### src/rtl/decoder_proj_fv.sv
// Registered 4-bit code decoder (one-hot / hex 7-seg / BCD 7-seg / thermometer), 1-cycle latency, no backpressure.
// Define DECODER_FV_CHECKS_EN to compile in the embedded assertions and covers.
module decoder_proj_fv #(
  parameter int OUT_W = 16
) (
  input  logic             clk,
  input  logic             rst_n,
  input  logic [6:0]       io_in,
  output logic [OUT_W-1:0] dec_out,
  output logic             dec_valid,
  output logic             dec_err
);

  typedef enum logic [1:0] {
    MODE_ONEHOT = 2'b00,
    MODE_HEX    = 2'b01,
    MODE_BCD    = 2'b10,
    MODE_THERM  = 2'b11
  } mode_e;

  logic [3:0]       w_code;
  logic             w_en;
  mode_e            w_mode;
  logic [6:0]       w_seg;
  logic [OUT_W:0]   w_therm;
  logic [OUT_W-1:0] w_dec;

  logic [OUT_W-1:0] r_out;
  logic             r_valid;
  logic [1:0]       r_mode;
  logic             r_code_hi;

  assign w_code = io_in[3:0];
  assign w_en   = io_in[4];
  assign w_mode = mode_e'(io_in[6:5]);

  function automatic logic [6:0] seg7(input logic [3:0] c);
    case (c)
      4'h0: seg7 = 7'h3F;
      4'h1: seg7 = 7'h06;
      4'h2: seg7 = 7'h5B;
      4'h3: seg7 = 7'h4F;
      4'h4: seg7 = 7'h66;
      4'h5: seg7 = 7'h6D;
      4'h6: seg7 = 7'h7D;
      4'h7: seg7 = 7'h07;
      4'h8: seg7 = 7'h7F;
      4'h9: seg7 = 7'h6F;
      4'hA: seg7 = 7'h77;
      4'hB: seg7 = 7'h7C;
      4'hC: seg7 = 7'h39;
      4'hD: seg7 = 7'h5E;
      4'hE: seg7 = 7'h79;
      default: seg7 = 7'h71;
    endcase
  endfunction

  assign w_seg   = seg7(w_code);
  assign w_therm = ((OUT_W+1)'(2) << w_code) - (OUT_W+1)'(1);

  always_comb begin
    w_dec = '0;
    case (w_mode)
      MODE_ONEHOT: w_dec = OUT_W'(1) << w_code;
      MODE_HEX:    w_dec = {{(OUT_W-7){1'b0}}, w_seg};
      MODE_BCD:    w_dec = (w_code > 4'd9) ? OUT_W'(16'h0040)
                                           : {{(OUT_W-7){1'b0}}, w_seg};
      default:     w_dec = w_therm[OUT_W-1:0];
    endcase
  end

  always_ff @(posedge clk or negedge rst_n) begin
    if (!rst_n) begin
      r_out     <= '0;
      r_valid   <= 1'b0;
      r_mode    <= 2'b00;
      r_code_hi <= 1'b0;
    end else begin
      r_valid <= w_en;
      if (w_en) begin
        r_out     <= w_dec;
        r_mode    <= w_mode;
        r_code_hi <= (w_code > 4'd9);
      end
    end
  end

  // Error is only meaningful in BCD mode; both terms are flops that update together.
  assign dec_out   = r_out;
  assign dec_valid = r_valid;
  assign dec_err   = r_code_hi && (r_mode == MODE_BCD);

`ifdef DECODER_FV_CHECKS_EN
  logic             r_prev_en;
  logic [OUT_W:0]   w_out_p1;

  assign w_out_p1 = {1'b0, r_out} + (OUT_W+1)'(1);

  always_ff @(posedge clk or negedge rst_n) begin
    if (!rst_n) r_prev_en <= 1'b0;
    else        r_prev_en <= w_en;
  end

  always @(posedge clk) begin
    if (rst_n) begin
      assert (!dec_valid || r_prev_en);
      assert (!(dec_valid && r_mode == MODE_ONEHOT) || $onehot(r_out));
      assert (!(dec_valid && r_mode == MODE_THERM) || $onehot(w_out_p1));
      assert (!dec_err || r_mode == MODE_BCD);
    end
  end

  cover property (@(posedge clk) disable iff (!rst_n) dec_valid && r_mode == MODE_ONEHOT);
  cover property (@(posedge clk) disable iff (!rst_n) dec_valid && r_mode == MODE_HEX);
  cover property (@(posedge clk) disable iff (!rst_n) dec_valid && r_mode == MODE_BCD);
  cover property (@(posedge clk) disable iff (!rst_n) dec_valid && r_mode == MODE_THERM);
  cover property (@(posedge clk) disable iff (!rst_n) $rose(dec_err));
`endif

endmodule

### config.mk
export PLATFORM = sky130hd
export DESIGN_NAME = decoder_proj_fv
export DESIGN_NICKNAME = d
export VERILOG_FILES = /design/src/rtl/decoder_proj_fv.sv
export SDC_FILE = /design/constraint.sdc
export NUM_CORES = 1
export LEC_CHECK = 0
export BUFFER_PORTS_ARGS = -buffer_cell sky130_fd_sc_hd__buf_2
export CORE_MARGIN = 2
export CORE_UTILIZATION = 25
export CTS_CLUSTER_DIAMETER = 80
export DETAILED_ROUTE_END_ITERATION = 10
export PLACE_DENSITY = 0.52
export SLEW_MARGIN = 40
export SYNTH_ARGS = -nofsm -noshare
export SYNTH_HDL_FRONTEND = slang
export SYNTH_SLANG_ARGS = --single-unit
export TNS_END_PERCENT = 1
### constraint.sdc
create_clock -name clk -period 1.3 [get_ports clk]
set_input_delay 0.195 -clock clk [delete_from_list [all_inputs] [get_ports clk]]
set_output_delay 0.195 -clock clk [all_outputs]
set_load 0.03 [all_outputs]
==> results_dict.tcl <==
set metrics [dict create \
    status "finished with violations" \
    violations "setup timing" \
    drc 0 \
    grt_pass1_vias 1711 \
    worst_setup_path_start_kind "primary input" \
    grt_overflow_total 0 \
    place_area_um2 2210 \
    setup_viol_count_final 9 \
    syn_inst 196 \
    rsz0062_at_grt "yes" \
    crit_chain "buf_12 -> inv_12 -> ha_4 -> nand2_4 -> ha_4 -> or4b_4 -> o21ai_2 -> a222oi_1 -> a21oi_1" \
    grt_max_degree 21 \
    min_period_over_period 1.05 \
    grt_pass1_wl_um 8670 \
    core_um2 6390 \
    synth_edf_count 0 \
    ys_ff_latch 20 \
    dieHeight_um 85.4 \
    synth_top_family_by_area "compound AO/OA/AOI/OAI gates" \
    ctsHtreeMaxLevel 1 \
    synth_mux_area_frac 0.0264 \
    synthAdderAreaFrac 0.0679 \
    cpMostUsedCell "ha_4" \
    yosys_warnings 0 \
    finalClockSkew_ns 0 \
    ys_async_sr_fraction 1.00 \
    first_pass_iters 4 \
    cp.buffers_inverters 2 \
    post-place-ws_ns -0.545 \
    gp_congestion 0.854 \
    cts_made_buffers 3 \
    clock_sinks 20 \
    die_w_um 85.4 \
    critPathArrivalTime_ns 1.55 \
    yosys.area_share.simple 0.187 \
    final_antenna_net_count 0 \
    fin_area_um2 2450 \
    crit_type "in2reg" \
    critPathRequiredTime_ns 1.48 \
    worst_ir_drop_vdd_mv 0.511 \
    path_max_fanout 7 \
    track_usage 0.148 \
    clk_latency_ns 0.26 \
    io_buffers 26 \
    slew-limit-headroom 0.687 \
    hold_viol 0 \
    power_density_nw_per_um2 881 \
    synthXorXnorAreaFrac 0.0158 \
    avgSynthCellArea_um2 8.46 \
    dr_total_vias 1738 \
    synth-main-ff-cell "dfrtp_1" \
    clock.fmax_mhz 733 \
    routedWlPerCell_um 15.5 \
    area_growth_pct 47.8 \
    synth.distinct_cells 55 \
    synth_compound_area_frac 0.322 \
    cp_slowest_cell "or4b_4" \
    tritoncts "yes" \
    maxCapViolations 0 \
    clk_path_buf_depth 2 \
    worst_slack_ns -0.0634 \
    cpPeakStageDelay_ns 0.48 \
    drtIter0Drc 98 \
    antenna_cells 0 \
    cts-root-buf "clkbuf_8" \
    end_kind "register" \
    slew_violations 0 \
    rows 29 \
    antenna_found_initial 0 \
    worst_pin_slew_ns 0.470 \
    syn_nets 214 \
    hpwlAfterDp_um 3940 \
    syn_area_um2 1660 \
    fp.dieArea_um2 7300 \
    routed_wl_um 5260 \
    drive_above_1_share 0.431 \
    path_clk_slew_ns 0.08 \
    via_per_inst 5.13 \
    top_level_ports 27 \
    hp-class "in2reg" \
    seq_area_frac_synth 0.302 \
    period_needed_ns 1.36 \
    start_util 0.260 \
    nets 281 \
    leakagePower_nw 1.09 \
    cp_top_family "simple AND/OR/NAND/NOR gates" \
]
[placed cells by master, fill, tap and decap left out, types with 3 or more instances in the layout]
cell type  instances
buf_4             56
buf_2             24
nor2_1            20
dfrtp_1           20
a21oi_1           13
nand2_1           12
a31oi_1            9
nor2b_1            6
inv_1              5
o211ai_1           4
o21ai_1            4
nand3_1            4
ha_1               4
o21ai_0            3
o22ai_1            3
mux2_2             3
ha_4               3
clkbuf_8           3
[Yosys cell counts (2+ instances only)]
| library cell | n | area (µm²) |
|---|---|---|
| o311ai_1 | 2 | 17.5 |
| a31oi_1 | 9 | 56.3 |
| o211ai_1 | 4 | 30.0 |
| o31a_1 | 2 | 17.5 |
| mux2_2 | 3 | 33.8 |
| and2_1 | 2 | 12.5 |
| nand3_1 | 4 | 20.0 |
| a22oi_1 | 4 | 30.0 |
| nand2_1 | 14 | 52.6 |
| ha_1 | 9 | 113 |
| nor2b_1 | 6 | 37.5 |
| a211o_1 | 2 | 17.5 |
| xnor2_1 | 2 | 17.5 |
| o21ai_0 | 9 | 45.0 |
| buf_2 | 14 | 70.1 |
| a211oi_1 | 2 | 15.0 |
| and3_1 | 2 | 12.5 |
| a2bb2oi_1 | 3 | 26.3 |
| o22ai_1 | 3 | 18.8 |
| nor3b_1 | 2 | 15.0 |
| nor2_1 | 21 | 78.8 |
| clkbuf_1 | 5 | 18.8 |
| o22a_1 | 2 | 17.5 |
| a21oi_1 | 14 | 70.1 |
| inv_1 | 7 | 26.3 |
| dfrtp_1 | 20 | 500 |
[worst paths after layout]
| kind | depth (start not counted) | slack, ns | startpoint | to |
|---|---|---|---|---|
| worst min-delay path | 1 | 0.24 | io_in[4] | dec_valid |
| worst max-delay path | 9 | -0.06 | io_in[1] | dec_out[11] |
| max in group asynchronous | 2 | 0.55 | rst_n | dec_out[0] |
| worst max register to register | 3 | 0.44 | dec_out[15] | dec_out[15] |
| min in group asynchronous | 2 | 0.41 | rst_n | dec_out[1] |
| worst min register to register | 1 | 0.52 | r_mode[1] | r_mode[1] |
[report_power, final]
part / total (W) / switching, W / internal (W)
logic: 0.000809 / 0.000469 / 0.000340
clock network: 0.000630 / 0.000219 / 0.000411
registers: 0.000720 / 0.0000317 / 0.000688
[kinds of logic (layout without fill, tap and decap cells)]
group                      count (synthesis)  count (layout)
AOI/OAI and AO/OA                         72              72
xor gates and xnor gates                   3               3
adders and majority gates                  9               9
buffers and inverters                     28              94
DFF                                       20              20
muxes                                      4               4
and+or+nand+nor                           60              60
[layout make-up]
| class | count | area (µm²) |
|---|---|---|
| fill | 678 | 3940 |
| multi-input combinational | 148 | 1140 |
| timing repair buffer | 83 | 591 |
| sequential | 20 | 500 |
| tap | 77 | 96.3 |
| inverter | 7 | 46.3 |
| clock buffer | 3 | 41.3 |
| clock inverter | 1 | 30.0 |
[what timing repair did]
action,CTS,global route
buffers inserted,5,3
pin swaps,6,8
setup endpoints to repair,16,14
gates resized for setup,13,13
hold endpoints to repair,20,0
hold buffers,1,0
[sequential cells by signal, summed over array words and instances (netlist names)]
register	cells
r_mode	2
dec_out	16
r_code_hi	1
dec_valid	1
[stage by stage]
step / instances / hold WS (ns) / util / power (W) / setup TNS (ns)
2_1_floorplan: 196 / -0.101 / - / 0.00121 / -2.08
4_1_cts: 336 / 0.232 / 0.373 / 0.00215 / -0.207
5_1_grt: 339 / 0.242 / 0.384 / 0.00229 / -0.885
6_report: 339 / 0.242 / 0.384 / 0.00216 / -0.340
3_5_place_dp: 326 / 0.179 / 0.346 / 0.00148 / -7.14
3_3_place_gp: 326 / 0.178 / 0.346 / 0.00148 / -6.69
[routing by layer]
metal	track usage	vias up	part of all wire
li1	-	865	-
met1	0.221	820	0.48
met2	0.233	53	0.47
met3	0.0233	0	0.053
met4	0.0130	0	0
met5	0	-	0
Power figures use the tool's default switching activity.
